## config.mk

```make
export PLATFORM = sky130hd
export DESIGN_NAME = lv_reg_rd_arb
export DESIGN_NICKNAME = d
export VERILOG_FILES = /design/src/rtl/lv_reg_rd_arb.sv
export SDC_FILE = /design/constraint.sdc
export NUM_CORES = 1
export LEC_CHECK = 0
export ABC_CLOCK_PERIOD_IN_PS = 1200
export CAP_MARGIN = 20
export CORE_MARGIN = 4
export CORE_UTILIZATION = 30
export DETAILED_ROUTE_END_ITERATION = 8
export PLACE_DENSITY_LB_ADDON = 0.1
export SKIP_LAST_GASP = 1
export SYNTH_ARGS = -nofsm -noshare
export SYNTH_HDL_FRONTEND = slang
export SYNTH_SLANG_ARGS = --single-unit
```

## constraint.sdc

```tcl
create_clock -name i_clk -period 1.2 [get_ports i_clk]
set_input_delay 0.36 -clock i_clk [delete_from_list [all_inputs] [get_ports i_clk]]
set_output_delay 0.36 -clock i_clk [all_outputs]
set_load 0.05 [all_outputs]
```

## src/rtl/lv_reg_rd_arb.sv

```systemverilog
// Shared register-bank read port arbiter: SPI read path vs watchdog scan path.
// Optional scan anti-starvation logic is enabled by defining LV_RD_ARB_STARVE_EN.
module lv_reg_rd_arb #(
  parameter int REG_AW    = 7,
  parameter int REG_DW    = 8,
  parameter int REG_CRC_W = 8,
  parameter int RD_LAT    = 1,
  parameter int STARVE_TH = 15
) (
  input  logic                 i_clk,
  input  logic                 i_rst_n,
  input  logic                 i_spi_rd_req,
  input  logic [REG_AW-1:0]    i_spi_rd_addr,
  output logic                 o_spi_rd_ack,
  output logic [REG_DW-1:0]    o_spi_rd_data,
  input  logic                 i_wdg_rd_req,
  input  logic [REG_AW-1:0]    i_wdg_rd_addr,
  output logic                 o_wdg_rd_ack,
  output logic [REG_DW-1:0]    o_wdg_rd_data,
  output logic [REG_CRC_W-1:0] o_wdg_rd_crc,
  output logic                 o_rb_rd_en,
  output logic [REG_AW-1:0]    o_rb_rd_addr,
  input  logic [REG_DW-1:0]    i_rb_rd_data,
  input  logic [REG_CRC_W-1:0] i_rb_rd_crc,
  output logic                 o_busy
);

  localparam int CNT_W = (RD_LAT > 1) ? $clog2(RD_LAT) : 1;
  localparam logic [CNT_W-1:0] LAT_LAST = CNT_W'(RD_LAT - 1);

  typedef enum logic [1:0] {S_IDLE, S_WAIT, S_ACK} state_t;

  state_t                 state_q, state_d;
  logic                   owner_wdg_q, owner_wdg_d;
  logic [REG_AW-1:0]      addr_q, addr_d;
  logic                   rd_en_q, rd_en_d;
  logic [CNT_W-1:0]       lat_q, lat_d;
  logic                   spi_ack_q, spi_ack_d;
  logic                   wdg_ack_q, wdg_ack_d;
  logic [REG_DW-1:0]      spi_data_q, spi_data_d;
  logic [REG_DW-1:0]      wdg_data_q, wdg_data_d;
  logic [REG_CRC_W-1:0]   wdg_crc_q, wdg_crc_d;
  logic                   starve_flag;
  logic                   grant_wdg;

  // Scan wins only when SPI is absent or the scan request has waited too long.
  assign grant_wdg = i_wdg_rd_req && (!i_spi_rd_req || starve_flag);

`ifdef LV_RD_ARB_STARVE_EN
  localparam int SW = $clog2(STARVE_TH + 1);
  logic [SW-1:0] starve_q, starve_d;

  always_comb begin
    starve_d = starve_q;
    if (!i_wdg_rd_req || (state_q == S_IDLE && grant_wdg)) begin
      starve_d = '0;
    end else if (!(state_q != S_IDLE && owner_wdg_q) && starve_q != SW'(STARVE_TH)) begin
      starve_d = starve_q + 1'b1;
    end
  end

  always_ff @(posedge i_clk or negedge i_rst_n) begin
    if (!i_rst_n) starve_q <= '0;
    else          starve_q <= starve_d;
  end

  assign starve_flag = (starve_q == SW'(STARVE_TH));
`else
  assign starve_flag = 1'b0;
`endif

  always_comb begin
    state_d     = state_q;
    owner_wdg_d = owner_wdg_q;
    addr_d      = addr_q;
    rd_en_d     = 1'b0;
    lat_d       = lat_q;
    spi_ack_d   = 1'b0;
    wdg_ack_d   = 1'b0;
    spi_data_d  = spi_data_q;
    wdg_data_d  = wdg_data_q;
    wdg_crc_d   = wdg_crc_q;
    case (state_q)
      S_IDLE: begin
        if (i_spi_rd_req || i_wdg_rd_req) begin
          owner_wdg_d = grant_wdg;
          addr_d      = grant_wdg ? i_wdg_rd_addr : i_spi_rd_addr;
          rd_en_d     = 1'b1;
          lat_d       = '0;
          state_d     = S_WAIT;
        end
      end
      S_WAIT: begin
        if (lat_q == LAT_LAST) begin
          state_d = S_ACK;
          // An owner that withdrew its request gets neither ack nor new data.
          if (owner_wdg_q) begin
            if (i_wdg_rd_req) begin
              wdg_ack_d  = 1'b1;
              wdg_data_d = i_rb_rd_data;
              wdg_crc_d  = i_rb_rd_crc;
            end
          end else if (i_spi_rd_req) begin
            spi_ack_d  = 1'b1;
            spi_data_d = i_rb_rd_data;
          end
        end else begin
          lat_d = lat_q + 1'b1;
        end
      end
      S_ACK:   state_d = S_IDLE;
      default: state_d = S_IDLE;
    endcase
  end

  always_ff @(posedge i_clk or negedge i_rst_n) begin
    if (!i_rst_n) begin
      state_q     <= S_IDLE;
      owner_wdg_q <= 1'b0;
      addr_q      <= '0;
      rd_en_q     <= 1'b0;
      lat_q       <= '0;
      spi_ack_q   <= 1'b0;
      wdg_ack_q   <= 1'b0;
      spi_data_q  <= '0;
      wdg_data_q  <= '0;
      wdg_crc_q   <= '0;
    end else begin
      state_q     <= state_d;
      owner_wdg_q <= owner_wdg_d;
      addr_q      <= addr_d;
      rd_en_q     <= rd_en_d;
      lat_q       <= lat_d;
      spi_ack_q   <= spi_ack_d;
      wdg_ack_q   <= wdg_ack_d;
      spi_data_q  <= spi_data_d;
      wdg_data_q  <= wdg_data_d;
      wdg_crc_q   <= wdg_crc_d;
    end
  end

  assign o_spi_rd_ack  = spi_ack_q;
  assign o_spi_rd_data = spi_data_q;
  assign o_wdg_rd_ack  = wdg_ack_q;
  assign o_wdg_rd_data = wdg_data_q;
  assign o_wdg_rd_crc  = wdg_crc_q;
  assign o_rb_rd_en    = rd_en_q;
  assign o_rb_rd_addr  = addr_q;
  assign o_busy        = (state_q != S_IDLE);

endmodule
```

==> impl_metrics.toml, run 1 <==
[status]
status = "finished, violations left"
violations = "negative setup slack"

[final_layout]
register_area_um2 = 926
multiInputGateArea_um2 = 581
fin_nets = 218
syn_to_final_growth_pct = 98.2
finish.utilization_pct = 61.6
drive_gt1_share_pct = 59.5
final_area_um2 = 2910
n_fill_cell = 360
insertedDiodeCount = 0

[placement]
place_hpwl_um = 2630
postPlaceCellArea_um2 = 2640
gp_congestion = 0.704
io_buffers = 68

[detailed_routing]
vias_per_cell = 4.26
first_pass_iters = 4
drt-initial-drc-count = 25
drtAntennaViolNets = 0
wl_um = 3840
wl_per_cell_um = 15.2
drcViolationCount = 0
vias = 1074

[pwr]
power_leakage_nw = 1.33
p_per_area_nw_per_um2 = 3370
ir_drop_uv = 1470

[timing]
fin_crit_ns = 1.49
relSlewSlack_pct = 80.6
setup-tns-final_ns = -6.51
fin_ws_ns = -0.286
setup_viol = 66
rsz0062_at_grt = "yes"
max_freq_mhz = 673
hold_viol = 0
worst_pin_slew_ns = 0.291
drv_slew = 0
fin_skew_ns = 0.00894
layout_worst_path_cycle_share_pct = 124

[critical_path]
start_kind = "register"
crit_arrival_ns = 1.13
slowest_stage = "dfrtp_1"
crit_top_cell = "buf_6"
cp-end-kind = "output port"
cp_num_buf_inv = 3
worstSetupPathType = "reg2out"
crit_chain = "nor2_2, buf_6, inv_2, buf_6"
crit_fanout = 3
required_ns = 0.84
crit_family = "flip-flops"
cpPeakStageDelay_ns = 0.39

[grt]
use_met1_pct = 16.5
grt_max_degree = 38
grt_pass1_wl_um = 6220
grtUsageTotal_pct = 13.5
top_usage_layer = "met2"
grt-ovfl-total = 0
grt.met2_usage_pct = 19.9
grtUsageMet3_pct = 7.42
grt_pass1_vias = 1154
antenna_found_initial = 0

[clock_network]
numCtsBuffers = 5
cts_buffer_depth = 2
clock_sinks = 37
cts_tree = "built"
insertion_delay_ns = 0.29
cts_root_buf = "clkbuf_8"
hold_buffers = 0
h-tree-depth = 2
clkTransAtPathRegs_ns = 0.07

[synthesis]
synth_cells = 90
synth-seq-cells = 37
syn_area_per_cell_um2 = 16.3
syn_nets = 124
ys_types = 14
synth_warnings = 0
ys_seq_area_share_pct = 63.1
syn_area_um2 = 1470

[hold_path]
hold_path.class = "in2async"

[floorplanning]
fp.dieW_um = 77.9
dieArea_um2 = 6080
die_y_um = 77.9
core_area_um2 = 4720
start_util_pct = 31.1
num_rows = 25
ioPinCount = 69

[flow_run]
drv_cap = 0
[placed cells by master, fill, tap and decap left out, types with 2 or more instances in the layout]
| cell | count |
|---|---|
| and3b_2 | 2 |
| dfrtp_1 | 37 |
| o21a_1 | 2 |
| clkdlybuf4s50_1 | 30 |
| clkbuf_8 | 5 |
| buf_6 | 4 |
| buf_12 | 37 |
| clkinv_2 | 2 |
| buf_4 | 16 |
| dlygate4sd2_1 | 2 |
| mux2_2 | 23 |
| a21oi_1 | 2 |
| mux2_4 | 15 |
[cell usage after synthesis, drive strengths merged]
library cell | instances | area (um^2)
a21oi | 2 | 10.0
and3b | 1 | 10.0
buf | 3 | 23.8
clkbuf | 1 | 13.8
dfrtp | 37 | 926
inv | 2 | 7.51
mux2 | 38 | 428
nand2b | 1 | 6.26
nand3 | 1 | 10.0
nor2 | 1 | 3.75
nor2b | 1 | 13.8
o21a | 2 | 15.0
[state kept, by name, summed over array words and instances (netlist names)]
name,flops
o_spi_rd_data,8
o_wdg_rd_crc,8
o_wdg_rd_data,8
o_rb_rd_addr,7
state_q,2
o_rb_rd_en,1
o_spi_rd_ack,1
o_wdg_rd_ack,1
owner_wdg_q,1
[what timing repair did]
action	4_1_cts	5_1_grt
hold endpoints to repair	0	0
setup buffers	9	7
pin swaps	1	1
gates resized for setup	17	3
cloned	1	0
endpoints found under the setup margin	66	67
[layout make-up]
class                           instances  share of cell area, %
Clock inverter                          2                  0.344
Sequential cell                        37                   31.8
Timing Repair Buffer                   90                   42.2
Clock buffer                            6                   2.49
Multi-Input combinational cell         48                   20.0
Inverter                                2                  0.258
Tap cell                               67                   2.88
[cell families (layout without fill, tap and decap cells)]
kind of cell | Yosys count | after routing | share of synthesized area, %
AOI/OAI and AO/OA | 4 | 4 | 1.70
DFF | 37 | 37 | 63.1
muxes | 38 | 38 | 29.2
and+or+nand+nor | 5 | 6 | 2.98
buffers and inverters | 6 | 100 | 3.07
[power breakdown]
group	internal [mW]	switching [mW]	leakage, nW
logic	3.50	2.95	0.840
registers	1.87	0.633	0.446
clock network	0.402	0.438	0.0450
[per-layer routing]
metal  up-vias  part of all wire [%]
li1        500                     -
met1       519                    42
met2        50                    47
met3         5                    10
met4         0                   1.5
met5         -                     0
[through the flow]
step | power [mW] | worst slack (ns) | hold WS [ns] | instances
after detailed placement | 8.39 | -0.678 | 0.341 | 227
after global placement | 8.29 | -0.608 | 0.338 | 227
final | 9.79 | -0.286 | 0.0248 | 252
after CTS | 9.69 | -0.273 | 0.0228 | 245
after floorplan | 5.21 | -0.0714 | 0.0644 | 90
after global routing | 10.2 | -0.334 | 0.0290 | 252
[final timing paths]
| kind | start | endpoint | slack, ns | depth (start not counted) |
|---|---|---|---|---|
| setup reg to reg | state_q[1]$_DFFE_PN0P_ | o_spi_rd_data[5]$_DFFE_PN0P_ | -0.26 | 4 |
| max in group asynchronous | i_rst_n | o_wdg_rd_crc[4]$_DFFE_PN0P_ | 0.98 | 2 |
| setup / recovery | state_q[0]$_DFFE_PN0P_ | o_busy | -0.29 | 4 |
| hold reg to reg | o_wdg_rd_data[6]$_DFFE_PN0P_ | o_wdg_rd_data[6]$_DFFE_PN0P_ | 0.57 | 1 |
| min in group i_clk | i_spi_rd_req | owner_wdg_q$_DFFE_PN0P_ | 0.53 | 2 |
| hold / removal | i_rst_n | o_rb_rd_addr[4]$_DFFE_PN0P_ | 0.02 | 2 |
(Power assumes the default switching activity.)
==> run 2: changes to the inputs <==
--- a/config.mk
+++ b/config.mk
@@ -11,7 +11,6 @@
 export CORE_UTILIZATION = 30
 export DETAILED_ROUTE_END_ITERATION = 8
 export PLACE_DENSITY_LB_ADDON = 0.1
-export SKIP_LAST_GASP = 1
 export SYNTH_ARGS = -nofsm -noshare
 export SYNTH_HDL_FRONTEND = slang
 export SYNTH_SLANG_ARGS = --single-unit
==> results of run 2 <==
Final layout, timing and power as in run 1 (identical DEF).
Among the figures that moved: number of gates resized after CTS 17 -> 18; wire length of the first global-routing pass 6220 um -> 6230 um
==> run 3: changes to the inputs <==
--- a/config.mk
+++ b/config.mk
@@ -8,7 +8,7 @@
 export ABC_CLOCK_PERIOD_IN_PS = 1200
 export CAP_MARGIN = 20
 export CORE_MARGIN = 4
-export CORE_UTILIZATION = 30
+export CORE_UTILIZATION = 36
 export DETAILED_ROUTE_END_ITERATION = 8
 export PLACE_DENSITY_LB_ADDON = 0.1
 export SYNTH_ARGS = -nofsm -noshare
==> run 3 against run 2 <==
Compared with the run above: the run still ends with negative setup slack left; cell count is 8.3% lower; clock-buffer cell count increased by 1; first-iteration DRC count is 36% higher; non-clock buffer count fell by 1; worst setup slack worse by 0.0011 ns; hold slack improved by 0.0097 ns; routed wire length decreased by 3.8%; core utilization rose by 15 points; maximum frequency barely moved; via count decreased by 0.93%; die area is 15% lower; sequential cell count did not move; critical endpoint is now o_spi_rd_data[5]$_DFFE_PN0P_; largest power group unchanged.
==> impl_metrics.toml, run 3 (synthesized netlist as in run 1, its figures left out) <==
[placement]
gp_congestion = 0.802
io_buffers = 68
place_hpwl_um = 2620
post-place-ws_ns = -0.641

[hold_path]
hold_path.class = "in2async"

[clock_network]
cts_root_buf = "clkbuf_8"
insertion_delay_ns = 0.28
h-tree-depth = 2
numCtsBuffers = 5
clkTransAtPathRegs_ns = 0.07
cts_buffer_depth = 2
hold_buffers = 0
cts_tree = "built"
clock_sinks = 37

[critical_path]
ff2ff_path_depth = 5
reg2reg_to = "o_spi_rd_data[5]$_DFFE_PN0P_"
reg2reg_from = "state_q[1]$_DFFE_PN0P_"
crit_fanout = 4
crit_arrival_ns = 1.65
cp-end-kind = "register"
reg2reg_setup_slack_ns = -0.29
start_kind = "register"
worstSetupPathType = "reg2reg"
required_ns = 1.36

[flow_run]
drv_cap = 0

[grt]
grt_pass1_vias = 1238
antenna_found_initial = 0
grt_pass1_wl_um = 5950
grt-ovfl-total = 0
grt_max_degree = 38
grtUsageTotal_pct = 15.1

[timing]
worst_pin_slew_ns = 0.316
relSlewSlack_pct = 78.9
fin_skew_ns = 0.00548
max_freq_mhz = 672
fin_crit_ns = 1.49
hold_viol = 0
layout_worst_path_cycle_share_pct = 124
rsz0062_at_grt = "yes"
fin_ws_ns = -0.287
setup_viol = 63
setup-tns-final_ns = -7.00
drv_slew = 0

[detailed_routing]
wl_per_cell_um = 16.0
vias_per_cell = 4.61
drtAntennaViolNets = 0
first_pass_iters = 2
vias = 1064
drcViolationCount = 0
drt-initial-drc-count = 34
wl_um = 3690

[final_layout]
fin_nets = 216
drive_gt1_share_pct = 59.6
syn_to_final_growth_pct = 98.2
final_common_cell = "buf_12"
final_cell_mix = "38 x buf_12, 37 x dfrtp_1, 30 x clkdlybuf4s50_1"
n_fill_cell = 218
insertedDiodeCount = 0

[status]
violations = "negative setup slack"
status = "finished, violations left"

[pwr]
power_leakage_nw = 1.34
p_per_area_nw_per_um2 = 3390
ir_drop_uv = 2010

[floorplanning]
dieArea_um2 = 5160
num_rows = 22
ioPinCount = 69
die_y_um = 71.9
start_util_pct = 38.6
fp.dieW_um = 71.9
core_area_um2 = 3800
-- run 3: cell count changes in the layout (fill, tap and decap cells not counted) --
| cell | delta |
|---|---|
| clkbuf_1 | -1 |
| buf_12 | +1 |
| clkbuf_16 | +1 |
| buf_6 | -2 |
| buf_4 | -1 |
| clkinv_2 | -1 |
| and3b_2 | -1 |
| clkbuf_8 | +2 |
-- run 3: timing repair --
item | 4_1_cts | 5_1_grt
hold endpoints to repair | 0 | 0
gates resized for setup | 9 | 8
endpoints found under the setup margin | 66 | 66
cloned | 0 | 1
pin swaps | 1 | 1
buffers inserted | 10 | 6
-- run 3: where the power goes --
part           total, mW  internal, mW  switching, mW  leakage, nW
Clock              0.926         0.519          0.407       0.0542
Sequential          2.51          1.87          0.647        0.446
Combinational       6.42          3.50           2.92        0.835
-- run 3: final cells by class --
class | instances | area [um^2] | area share [%]
Timing Repair Buffer | 89 | 1240 | 42.8
Sequential cell | 37 | 926 | 31.8
Multi-Input combinational cell | 47 | 571 | 19.6
Clock buffer | 7 | 96.3 | 3.31
Tap cell | 48 | 60.1 | 2.06
Inverter | 2 | 7.51 | 0.258
Clock inverter | 1 | 5.00 | 0.172
-- run 3: stage by stage --
step                area (um^2)  hold WS [ns]  power, mW  util, %  instances
floorplan                  1500        0.0644       5.21        -         90
global placement           2600         0.337       8.24     68.5        207
detailed placement         2600         0.339       8.36     68.5        207
CTS                        2810        0.0313       9.64     73.8        224
global route               2910        0.0301       10.3     76.6        231
finish                     2910        0.0345       9.86     76.6        231
-- run 3: worst max-delay path, stage by stage, from the launching register on --
cell	delay (ns)
dfrtp_1	0.41
buf_6	0.13
nor2b_4	0.11
and3b_2	0.26
clkbuf_16	0.17
mux2_4	0.29
-- run 3: layer usage --
layer | GRT usage (%) | vias up | routed length (um)
met5 | 0 | - | 0
met4 | 5.64 | 0 | 56
met3 | 5.75 | 7 | 305
met2 | 25.3 | 47 | 1870
met1 | 17.5 | 514 | 1460
li1 | - | 496 | -
-- run 3: worst max path at each step --
stage                                 from                      endpoint  slack (ns)  cells past startpoint
global route        state_q[1]$_DFFE_PN0P_  o_spi_rd_data[5]$_DFFE_PN0P_       -0.33                      5
CTS                 state_q[1]$_DFFE_PN0P_  o_spi_rd_data[2]$_DFFE_PN0P_       -0.26                      5
floorplan           state_q[1]$_DFFE_PN0P_   o_wdg_rd_crc[5]$_DFFE_PN0P_       -0.07                      4
finish              state_q[1]$_DFFE_PN0P_  o_spi_rd_data[5]$_DFFE_PN0P_       -0.29                      5
detailed placement            i_spi_rd_req   o_rb_rd_addr[0]$_DFFE_PN0P_       -0.64                      4
global placement              i_spi_rd_req   o_rb_rd_addr[3]$_DFFE_PN0P_       -0.57                      4
